[src/rtl/predecode_seq.sv]
// predecode_seq: registered burst address sequencer driving one-hot predecode lines,
// with the leading groups qualified by the access-active flop.
module predecode_seq #(
  parameter int ADDR_W       = 6,
  parameter int GROUP_W      = 2,
  parameter int GATED_GROUPS = 1,
  parameter int BURST_W      = 3
) (
  input  logic                                   clk,
  input  logic                                   reset,
  input  logic                                   req_valid,
  output logic                                   req_ready,
  input  logic [0:ADDR_W-1]                      req_addr,
  input  logic                                   req_wr,
  input  logic [BURST_W-1:0]                     req_burst,
  output logic                                   out_valid,
  output logic                                   out_wr,
  output logic                                   out_last,
  output logic [0:ADDR_W-1]                      out_addr,
  output logic [(ADDR_W/GROUP_W)*2**GROUP_W-1:0] predec
);
  localparam int NG = ADDR_W / GROUP_W;
  localparam int NL = 2 ** GROUP_W;
  typedef enum logic {IDLE, ACTIVE} state_t;
  state_t              r_state, w_state;
  logic [0:ADDR_W-1]   r_addr, w_addr;
  logic [BURST_W-1:0]  r_rem, w_rem;
  logic                r_wr, w_wr, r_last, w_last, r_seen, w_acc, w_step;
  assign out_valid = r_state == ACTIVE;
  assign req_ready = r_state == IDLE || r_last;
  assign w_acc     = req_valid && req_ready;
  assign w_step    = out_valid && !r_last;
  assign out_addr  = r_addr;
  assign out_wr    = r_wr;
  assign out_last  = r_last;
  always_comb begin
    w_state = w_acc ? ACTIVE : (out_valid && r_last) ? IDLE : r_state;
    w_addr  = w_acc ? req_addr : w_step ? r_addr + ADDR_W'(1) : r_addr;
    w_wr    = w_acc ? req_wr : r_wr;
    w_rem   = w_acc ? ((|req_burst) ? req_burst - BURST_W'(1) : '0) : w_step ? r_rem - BURST_W'(1) : r_rem;
    w_last  = w_acc ? req_burst <= BURST_W'(1) : w_step && r_rem == BURST_W'(1);
  end
  always_ff @(posedge clk or posedge reset) begin
    if (reset) begin
      r_state <= IDLE;
      r_addr  <= '0;
      r_rem   <= '0;
      r_wr    <= 1'b0;
      r_last  <= 1'b0;
      r_seen  <= 1'b0;
    end else begin
      r_state <= w_state;
      r_addr  <= w_addr;
      r_rem   <= w_rem;
      r_wr    <= w_wr;
      r_last  <= w_last;
      r_seen  <= r_seen || w_acc;
    end
  end
  // ungated groups keep decoding the held address once any access has been seen
  for (genvar g = 0; g < NG; g++) begin : grp
    assign predec[g*NL +: NL] = NL'(g < GATED_GROUPS ? out_valid : r_seen) << r_addr[g*GROUP_W +: GROUP_W];
  end
endmodule

[config.mk]
export PLATFORM = sky130hd
export DESIGN_NAME = predecode_seq
export DESIGN_NICKNAME = d
export VERILOG_FILES = /design/src/rtl/predecode_seq.sv
export SDC_FILE = /design/constraint.sdc
export NUM_CORES = 1
export LEC_CHECK = 0
export CORE_ASPECT_RATIO = 0.7
export CORE_MARGIN = 2
export CORE_UTILIZATION = 45
export DETAILED_ROUTE_END_ITERATION = 8
export GPL_TIMING_DRIVEN = 0
export PLACE_DENSITY = 0.93
export SLEW_MARGIN = 20
export SYNTH_ARGS = -nofsm -noshare
export SYNTH_HDL_FRONTEND = slang
export SYNTH_SLANG_ARGS = --single-unit
[constraint.sdc]
create_clock -name clk -period 3.9 [get_ports clk]
set_input_delay 0.39 -clock clk [delete_from_list [all_inputs] [get_ports clk]]
set_output_delay 0.39 -clock clk [all_outputs]
set_load 0.005 [all_outputs]
# ---- Yosys cells after proc, flatten, opt, wreduce, memory -nomap -nowiden
# Cells that the tools add are included.
dict set report classes {
  reduce_logical 10
  add_sub_neg 3
  bitwise_logic 1
  eq_ne 1
  magnitude_cmp 1
  n_mux 8
  shifts 3
}
# cell n
set op_table {}
lappend op_table {{$mux 6} 2}
lappend op_table {{$shl 1x2->4} 3}
lappend op_table {{$mux 3} 3}
lappend op_table {{$add 6x1->6 const B} 1}
lappend op_table {{$sub 3x1->3 const B} 2}
lappend op_table {{$logic_and 1x1->1} 4}
lappend op_table {{$reduce_bool 2->1} 2}
lappend op_table {{$eq 3x1->1 const B} 1}
lappend op_table {{$le 3x1->1 const B} 1}
lappend op_table {{$mux 1} 3}
lappend op_table {{$reduce_or 3->1} 1}
lappend op_table {{$logic_or 1x1->1} 2}
lappend op_table {{$logic_not 1->1} 1}
lappend op_table {{$not 1->1} 1}
dict set report word_totals {
  ff_bits 13
  elab_cells 33
  input_bits 13
  out_inout_bits 22
}

# ---- Logic depth before layout (Yosys ltp)
# Gate-level depths: netlist of run 1.
dict set report depth {
  depth_word 4
  mapped_depth 5
  ltp_nobuf 4
}

# ---- Worst setup path before layout of run 1
# Ideal clock, no wire load.
dict set report synth_timing {
  path_type {reg2reg}
  startpoint {reg r_state (netlist: out_valid)}
  endpoint {reg r_addr, in the netlist out_addr[2]}
  synth_period_minus_slack_ns 1.335
  arrival_time_ns 1.212
  setup_ns 0.123
  path_slack_ns 2.565
  path_stages_with_launch 5
  t_required_ns 3.777
  path_buffers 1
  path_cell_list {dfrtp_1 nor2b_4 buf_6 mux2_4 o221a_1}
}
dict set report synth_between {
  elab_chain_cells 4
  elab_cells_between_ends 6
  classes_between {mux: 1; bitwise: 1; reduce/logical: 4}
}
# item line
set synth_rtl {}
lappend synth_rtl {{from (decl)} 25} ;# state_t r_state, w_state;
lappend synth_rtl {{from (signal assigned)} 52} ;# r_state <= w_state;
lappend synth_rtl {{$not 1->1} 30} ;# assign req_ready = r_state == IDLE || r_last;
lappend synth_rtl {{$logic_or 1x1->1} 30}
lappend synth_rtl {{$logic_and 1x1->1} 31} ;# assign w_acc = req_valid && req_ready;
lappend synth_rtl {{$mux 6 or $reduce_bool 2->1 (tied branches)} -}
lappend synth_rtl {{to (signal assigned)} 53} ;# r_addr <= w_addr;
lappend synth_rtl {{to (decl)} 26} ;# logic [0:ADDR_W-1] r_addr, w_addr;
# Parallel ways exist; a longest one is shown, timed or not.
# A chain may end at the register's enable or synchronous reset.

# ---- Final worst setup path of run 1
dict set report layout_timing {
  startpoint {reg r_state (netlist: out_valid)}
  endpoint {out req_ready}
}
dict set report layout_between {
  elab_chain_cells 2
}
# item line
set layout_rtl {}
lappend layout_rtl {{$not 1->1} 30}
lappend layout_rtl {{$logic_or 1x1->1} 30}
lappend layout_rtl {{to (decl)} 12} ;# output logic req_ready,
# Every way passes these cells.

==> key figures, run 1 <==
Detailed routing
  • DR vias/cell: ~5.5
  • WL/cell: approximately 15 um
  • Iter 0 DRT Violations: 4
  • Final wirelength: 2195 um
  • Final ANT Viol Nets: 0
  • 1st-pass router iterations: 4
  • Vias: just under 800
  • DRC violations left: 0

Critical path
  • Critical path endpoint category: output port
  • Worst R2R Start: out_valid
  • Critical Path Slowest Stage Cell: clkdlybuf4s50_1
  • Worst Reg-to-Reg Cells: 4
  • Crit path kind: reg -> out
  • Crit path largest cell delay: approximately 530 ps
  • Critical path, cell by cell: nor2b_4 > inv_1 > buf_2 > clkdlybuf4s50_1
  • Worst path bufs/invs: 3
  • Crit path required time: 3510 ps
  • WP data arrival: about 1800 ps
  • Startpoint Class: flop
  • R2r setup slk: approximately 2400 ps
  • Worst r2r dst: out_wr
  • Crit path max fanout: 10
  • Crit-path leading delay family: buffers and inverters

Logic synthesis
  • Mapped Cells: 84
  • Synthesized-area fraction occupied by and/or/nand/nor cells: a little under a third
  • Mux cell area share after synthesis: about 8.6%
  • Yosys reg bits: 13
  • Post-Synth Adder-Cell Area: around 4.5%
  • Synthesized area: 843.3 um^2
  • Largest family of logic cells by synthesized area: simple AND/OR/NAND/NOR gates
  • Sequential share of the synthesized area: between 30% and 40%
  • Count of different cell masters after synthesis: 32
  • Xor/xnor cell area share of the yosys netlist: 0%
  • Syn. warnings: 0
  • Mean Syn Cell Area: between 10 and 15 um^2
  • Post-synthesis compound-gate area fraction: 13.06%
  • Net Count, Synth: 100

GRT
  • Total gr overflow: 0
  • Largest net degree at the start of global routing: 14
  • Layer with the highest usage: met2
  • Grt met3 use: approximately 6.8%
  • GR Util met2: between 30% and 40%
  • Met1 usage: a little over a quarter
  • Vias in the first global route: a little under 800
  • Antenna violations before repair: 0
  • First-pass GRT wire length: 3663 um
  • GRT Util Overall: a little under a quarter

CTS
  • Clk slew on worst S/H paths: 70 ps
  • Cts bufs inserted: 3
  • Sink Count: 13
  • CTS tree: yes
  • H-tree levels: 1
  • Clock insertion delay at the later pin of the skew report: 270 ps
  • Hold-fix buffers, CTS: 0
  • Post-CTS Setup Bufs: 0
  • Clock Tree Buf Depth: 2
  • CTS Root Buffer Type: clkbuf_4
  • CTS resizes: 0

Power and ir drop
  • Cell Pwr Density: 852.7 nW/um^2
  • Peak supply drop: between 0.5 and 0.6 mV
  • Static leakage: 0.0005588 uW

Floorplanning
  • Core Area: between 1500 and 2000 um^2
  • Die Span Y: approximately 40 um
  • Io pins: 35
  • Die area: 2242 um^2
  • Die Width: between 50 and 60 um
  • Site Rows: 13
  • Initial core utilization: a little under half

Place
  • Post-Place Setup Slack: 2024 ps
  • Final GP Congestion: 0.8263
  • Cells after DPL: 140
  • PortBufs: 34
  • HPWL after DPL: 1684 um
  • Post-Place Cell Area: 1211 um^2

Timing
  • Setup TNS Final: 0 ps
  • Setup-failing EPs final: 0
  • Final Cycle Share: around 56%
  • Relative slew margins: 65.29%
  • Final Skew: roughly 0.45 ps
  • Final WS setup: approximately 1700 ps
  • RSZ-0062 raised after global routing: no
  • Min Tclk post-route: around 2200 ps
  • Hold Fails Final Rpt: 0
  • Maximum clock frequency: 459.3 MHz
  • Hold Slack: approximately 440 ps
  • Slew Viols, Final: 0
  • Least-Margin Pin Slew: between 500 and 600 ps

Min path
  • Hold Crit Class: in -> async

Job
  • Max Cap Viol: 0

Run status
  • Outcome: completed

Finish
  • Nets@finish: 139
  • Synthesis-to-finish area growth: 46.74%
  • N_diodes: 0
  • Non-Filler Instances: between 100 and 150
  • Final non-filler cell area: between 1000 and 1500 um^2
  • Share of cells above drive strength 1: a little under an eighth
## cells by family after synthesis
logic type                 Yosys count
DFF                                 13
and+or+nand+nor                     40
adders and majority gates            3
AOI/OAI and AO/OA                   13
muxes                                6
buffers and inverters                9
## stage by stage
stage,util [%],power (uW)
after floorplan,-,643.5
after global placement,67.08,936.0
after detailed placement,67.08,977.9
after CTS,68.54,1064
after global routing,68.54,1142
final,68.54,1055
## worst register-to-register path, stage by stage, from the launching register on
cell	delay [ps]
dfrtp_1	430
nor2b_4	210
inv_1	100
nand2_1	250
mux2_2	370
## where the power goes
part	switching, uW	internal [uW]
clock network	42.2	39.7
logic	261	421
registers	88.7	203
## final cells by class
type                    count  area, um^2
plain buffers               4       25.02
clock buffers               4       26.28
fillers                   149       568.0
inverters                   5       18.77
multi-input cells          62       474.2
flip-flops and latches     13       325.3
well taps                  22       27.53
repair buffers             34       340.3
## routing by layer
| metal | routed length [um] | part of all wire [%] | vias up |
|---|---|---|---|
| met3 | 109 | 5.0 | 2 |
| met5 | 0 | 0 | - |
| met4 | 19 | 0.87 | 0 |
| li1 | - | - | 387 |
| met1 | 990 | 45 | 374 |
| met2 | 1075 | 49 | 23 |
## registers in the layout, indices dropped and copies added (netlist names)
| signal | cells |
|---|---|
| out_last | 1 |
| r_seen | 1 |
| r_rem | 3 |
| out_valid | 1 |
| out_addr | 6 |
| out_wr | 1 |
## worst max-delay path by stage
stage	from	endpoint	cells past startpoint
finish	out_valid	req_ready	4
global route	out_valid	req_ready	4
CTS	out_valid	req_ready	4
detailed placement	out_valid	req_ready	4
global placement	out_valid	req_ready	4
floorplan	out_valid	out_addr[2]	4
## cells in the mapped netlist (all sizes together)
cell type  number  area share, %
o211ai          1           0.89
and4b           1            1.2
nor2            3            1.3
o31ai           1           0.89
mux2            4            6.2
nand2b          2            1.5
and2            1           0.74
o21ai           2            1.2
nor3b           3            2.7
nand2           5            2.2
inv             5            2.2
and3b           5            5.2
a21bo           1            1.2
buf             3            2.5
mux2i           2            2.4
nand4           3            2.2
and3            5            3.7
o22ai           1           0.74
a221o           2            2.4
nand3           6            3.6
nand3b          3            2.7
ha              3            4.5
a21oi           1           0.59
clkbuf          1           0.44
o211a           1            1.2
dfrtp          13             39
nor2b           3            3.1
o221a           3            4.0
## placed cells by master, fill, tap and decap left out, types with 3 or more instances in the layout
| cell type | Yosys | layout |
|---|---|---|
| and3_1 | 5 | 5 |
| and3b_1 | 5 | 5 |
| clkbuf_4 | 0 | 3 |
| clkdlybuf4s50_1 | 0 | 34 |
| dfrtp_1 | 13 | 13 |
| ha_1 | 3 | 3 |
| inv_1 | 5 | 5 |
| nand2_1 | 5 | 5 |
| nand3_1 | 6 | 6 |
| nand3b_1 | 3 | 3 |
| nand4_1 | 3 | 3 |
| nor2_1 | 3 | 3 |
| nor3b_1 | 3 | 3 |
(Power assumes the default switching activity.)
==> inputs of run 2 (changes only) <==
- CORE_UTILIZATION: 45 -> 42
- PLACE_DENSITY: 0.93 -> 0.88
- clock period: 3.9 -> 2.2 ns (I/O delays scaled with it)
==> run 2 against run 1 <==
Clock skew about the same; sequential power is 76% higher; critical path depth stayed put; cell area unchanged; sequential share of layout area unchanged; combinational power up 74%; first-iteration DRC count rose to 3.3 times the previous value; critical endpoint unchanged.
==> key figures, run 2 (synthesized netlist as in run 1, its figures left out) <==
Power and ir drop
  • Sw Share: 36.54%
  • Logic gate share of total power: approximately 64%
  • Overall Power: around 1900 uW
  • Peak supply drop: 1.026 mV
  • Int Power: 1175 uW
  • Clock network power share: 8.1%
  • Psw: 676.3 uW
  • Static leakage: roughly 0.00056 uW
  • Cell Pwr Density: between 1000 and 1500 nW/um^2
  • Seq pwr share: 27.6%

Finish
  • Commonest non-fill, non-tap cell in the layout: clkdlybuf4s50_1
  • FF+latch area: 325.3 um^2
  • Most frequent cells in the layout: clkdlybuf4s50_1 (34), dfrtp_1 (13), nand3_1 (6)
  • # fillers: ~160
  • Area occupied by multi-input gates: 474.2 um^2
  • Share of cells above drive strength 1: between 10% and 20%
  • Synthesis-to-finish area growth: 46.74%
  • Nets@finish: ~140
  • Non-Filler Instances: approximately 140
  • Max FFs per register: 6
  • N_diodes: 0

Timing
  • Final WS setup: roughly 190 ps
  • Final Skew: around 0.91 ps
  • Maximum clock frequency: 497.3 MHz
  • Least-Margin Pin Slew: 503.6 ps
  • Final Cycle Share: 91.41%
  • Hold Fails Final Rpt: 0
  • Setup-failing EPs final: 0
  • RSZ-0062 raised after global routing: no
  • Relative slew margins: 66.39%
  • Setup TNS Final: 0 ps
  • Min Tclk post-route: about 2000 ps
  • Slew Viols, Final: 0

Critical path
  • Startpoint Class: flop
  • Worst path bufs/invs: 3
  • Crit path required time: approximately 2000 ps
  • Crit path kind: reg -> out
  • Crit path largest cell delay: 540 ps
  • Critical path endpoint category: output port
  • Critical path, cell by cell: nor2b_4 > inv_1 > buf_2 > clkdlybuf4s50_1
  • Crit-path leading delay family: buffers and inverters
  • WP data arrival: between 1500 and 2000 ps
  • Crit path max fanout: 10
  • Critical Path Slowest Stage Cell: clkdlybuf4s50_1

Detailed routing
  • Final wirelength: around 2000 um
  • Final ANT Viol Nets: 0
  • Met3 wire len: ~140 um
  • Iter 0 DRT Violations: 13
  • DRC violations left: 0
  • 1st-pass router iterations: 4
  • Vias: approximately 790
  • WL/cell: about 14 um
  • DR vias/cell: roughly 5.5
  • M1 wire length: 922 um
  • Top Metal Used: met3
  • Metal2 WL: a little under 900 um

CTS
  • Hold-fix buffers, CTS: 0
  • Clock Tree Buf Depth: 2
  • CTS Root Buffer Type: clkbuf_4
  • Clk slew on worst S/H paths: 80 ps
  • Sink Count: 13
  • CTS tree: yes
  • CTS resizes: 0
  • Cts bufs inserted: 3
  • Clock insertion delay at the later pin of the skew report: 280 ps
  • H-tree levels: 1
  • Post-CTS Setup Bufs: 0

Floorplanning
  • Die Width: 57.56 um
  • Die area: 2388 um^2
  • Die Span Y: just over 40 um
  • Core Area: ~1900 um^2
  • Initial core utilization: between 40 and 50%
  • Site Rows: 13
  • Io pins: 35

Place
  • Final GP Congestion: 0.8315
  • HPWL after DPL: ~1500 um
  • PortBufs: 34
  • Post-Place Setup Slack: just over 500 ps
  • Cells after DPL: 140

GRT
  • First-pass GRT wire length: around 3500 um
  • GRT Util Overall: 18.56%
  • Largest net degree at the start of global routing: 14
  • Antenna violations before repair: 0
  • Total gr overflow: 0
  • Vias in the first global route: roughly 740

Run status
  • Outcome: completed

Job
  • Max Cap Viol: 0

Min path
  • Hold Crit Class: in -> async
[run 2: cell counts in the layout (fill, tap and decap cells not counted)]
No cell type changed its count.
[run 2: area by class of cell]
type,instances,area share [%]
Multi-Input combinational cell,62,38.32
Timing Repair Buffer,34,27.50
Sequential cell,13,26.29
Tap cell,22,2.224
Clock buffer,4,2.123
Buffer,4,2.022
Inverter,5,1.517
[run 2: final timing paths]
path	to	slack, ps	cells after the start	start
worst max-delay path	req_ready	190	4	out_valid
worst min-delay path	out_addr[1]	270	2	reset
worst max register to register	out_wr	760	4	out_valid
worst min register to register	out_wr	510	1	out_wr
max in group asynchronous	out_valid	1590	2	reset
min in group clk	out_wr	510	1	out_wr
[run 2: metrics by stage]
stage	instance area [um^2]	util, %	hold slack [ps]
final	1237	66.15	269.6
after global routing	1237	66.15	307.6
after CTS	1237	66.15	280.9
after detailed placement	1211	64.75	499.5
after global placement	1211	64.75	489.8
after floorplan	843.3	-	96.96
[run 2: power by group through the flow]
stage / clock, uW / sequential [uW] / combinational, uW
after detailed placement: 0 / 513 / 1190
final: 149 / 511 / 1190
after floorplan: 0 / 487 / 654
after global routing: 169 / 534 / 1320
after CTS: 156 / 509 / 1200
after global placement: 0 / 504 / 1160
[run 2: per-layer routing]
| metal | global-route usage, % | vias up |
|---|---|---|
| li1 | - | 388 |
| met1 | 25.20 | 369 |
| met2 | 27.95 | 31 |
| met3 | 7.165 | 0 |
| met4 | 4.186 | 0 |
| met5 | 0 | - |
==> inputs of run 3 (changes only) <==
- ABC_CLOCK_PERIOD_IN_PS: not set -> 2200
- CTS_BUF_LIST: not set -> sky130_fd_sc_hd__clkbuf_16
- HOLD_SLACK_MARGIN: not set -> 0.02
==> run 3 against run 2 <==
Maximum frequency grew 2.5%; core utilization grew 2.8 points; worst setup slack gained 50 ps; flip-flop and latch count is the same; sequential share of layout area shrank 1.1 points; worst hold slack gained 56 ps; combinational power is essentially flat; critical endpoint unchanged; largest cell class unchanged; highest routed layer is now met4.
==> key figures, run 3 (synthesized netlist as in run 1, its figures left out) <==
Timing
  • Hold Fails Final Rpt: 0
  • Min Tclk post-route: 1961 ps
  • Least-Margin Pin Slew: between 500 and 600 ps
  • Final Skew: between 2 and 2.5 ps
  • Maximum clock frequency: 509.9 MHz
  • Setup TNS Final: 0 ps
  • Hold Slack: ~330 ps
  • Final WS setup: about 240 ps
  • Slew Viols, Final: 0
  • Final Cycle Share: between 80% and 90%
  • Relative slew margins: between 60% and 70%
  • RSZ-0062 raised after global routing: no
  • Setup-failing EPs final: 0

Detailed routing
  • 1st-pass router iterations: 4
  • Final ANT Viol Nets: 0
  • Final wirelength: 2026 um
  • M1 wire length: around 900 um
  • Vias: ~830
  • Iter 0 DRT Violations: 22
  • Met3 wire len: ~170 um
  • WL/cell: ~14 um
  • Metal2 WL: between 900 and 1000 um
  • Top Metal Used: met4
  • DR vias/cell: 5.729
  • DRC violations left: 0

Finish
  • Most frequent cells in the layout: clkdlybuf4s50_1 (34), dfrtp_1 (13), inv_1 (6), nand3_1 (6)
  • Synthesis-to-finish area growth: 52.97%
  • Max FFs per register: 6
  • Commonest non-fill, non-tap cell in the layout: clkdlybuf4s50_1
  • FF+latch area: about 330 um^2
  • Non-Filler Instances: about 140
  • Share of cells above drive strength 1: 11.48%
  • N_diodes: 0
  • # fillers: about 150
  • Area occupied by multi-input gates: between 400 and 500 um^2
  • Nets@finish: ~140
  • Final non-filler cell area: roughly 1300 um^2

CTS
  • Clock insertion delay at the later pin of the skew report: between 200 and 250 ps
  • H-tree levels: 1
  • CTS tree: yes
  • Hold-fix buffers, CTS: 0
  • Sink Count: 13
  • Post-CTS Setup Bufs: 0
  • CTS resizes: 0
  • Clk slew on worst S/H paths: about 40 ps
  • Clock Tree Buf Depth: 2
  • Cts bufs inserted: 3
  • CTS Root Buffer Type: clkbuf_16

GRT
  • Vias in the first global route: approximately 740
  • Total gr overflow: 0
  • First-pass GRT wire length: around 3500 um
  • GRT Util Overall: a little under a fifth
  • Antenna violations before repair: 0
  • Largest net degree at the start of global routing: 14

Critical path
  • Critical path, cell by cell: nor2b_4 > inv_1 > buf_2 > clkdlybuf4s50_1
  • Worst Reg-to-Reg Cells: 4
  • Worst R2R Start: out_valid
  • R2r setup slk: approximately 760 ps
  • Crit path largest cell delay: 540 ps
  • Critical Path Slowest Stage Cell: clkdlybuf4s50_1
  • Worst r2r dst: out_wr
  • Critical path endpoint category: output port
  • WP data arrival: 1740 ps
  • Crit path kind: reg -> out
  • Crit path required time: between 1500 and 2000 ps
  • Startpoint Class: flop
  • Crit path max fanout: 10

Place
  • Cells after DPL: 140
  • Final GP Congestion: a little over 0.8
  • Post-Place Setup Slack: just over 500 ps
  • HPWL after DPL: between 1000 and 1500 um
  • Post-Place Cell Area: between 1000 and 1500 um^2
  • PortBufs: 34

Min path
  • Hold Crit Class: in -> async

Floorplanning
  • Initial core utilization: between 40% and 50%
  • Die Span Y: around 41 um
  • Die Width: ~58 um
  • Die area: 2388 um^2
  • Site Rows: 13
  • Io pins: 35
  • Core Area: 1871 um^2

Power and ir drop
  • Peak supply drop: 1.043 mV
  • Psw: around 700 uW
  • Logic gate share of total power: 58.5%
  • Sw Share: between 30 and 40%
  • Seq pwr share: around a quarter
  • Clock network power share: ~16%
  • Int Power: about 1300 uW
  • Static leakage: between 0.0005 and 0.0006 uW
  • Cell Pwr Density: between 1500 and 2000 nW/um^2

Job
  • Max Cap Viol: 0

Run status
  • Outcome: completed
==> run 3: power by group through the flow <==
stage	clock network, uW	logic [uW]	registers [uW]
final	333	1200	515
after global routing	357	1320	537
after CTS	341	1200	513
after detailed placement	0	1190	513
after global placement	0	1160	504
after floorplan	0	654	487
==> run 3: per-stage QoR <==
stage	total power (uW)	util [%]
floorplan	1141	-
global placement	1668	64.75
detailed placement	1706	64.75
CTS	2056	68.96
global route	2212	68.96
finish	2046	68.96
==> run 3: worst max path at each step <==
stage | start | end | slack (ps)
finish | out_valid | req_ready | 240
global route | out_valid | req_ready | 130
CTS | out_valid | req_ready | 240
detailed placement | out_valid | req_ready | 510
global placement | out_valid | req_ready | 530
floorplan | out_valid | out_addr[2] | 870
==> run 3: cell type report <==
| class | count | share of cell area (%) |
|---|---|---|
| inverter | 5 | 1.455 |
| sequential | 13 | 25.22 |
| buffer | 4 | 1.940 |
| clock inverter | 1 | 0.2910 |
| multi-input combinational | 62 | 36.76 |
| clock buffer | 3 | 5.820 |
| timing repair buffer | 34 | 26.38 |
| tap | 22 | 2.134 |
==> run 3: layer usage <==
metal  vias up  track usage (%)
met3         2            7.165
met1       397            25.98
met4         0            3.721
li1        390                -
met2        36            27.95
met5         -                0
==> run 3: worst max-delay path: cells and delay by family, from the launching register on <==
family                 cells  cell delay, ps
buffers and inverters      3             910
DFF                        1             430
and+or+nand+nor            1             160
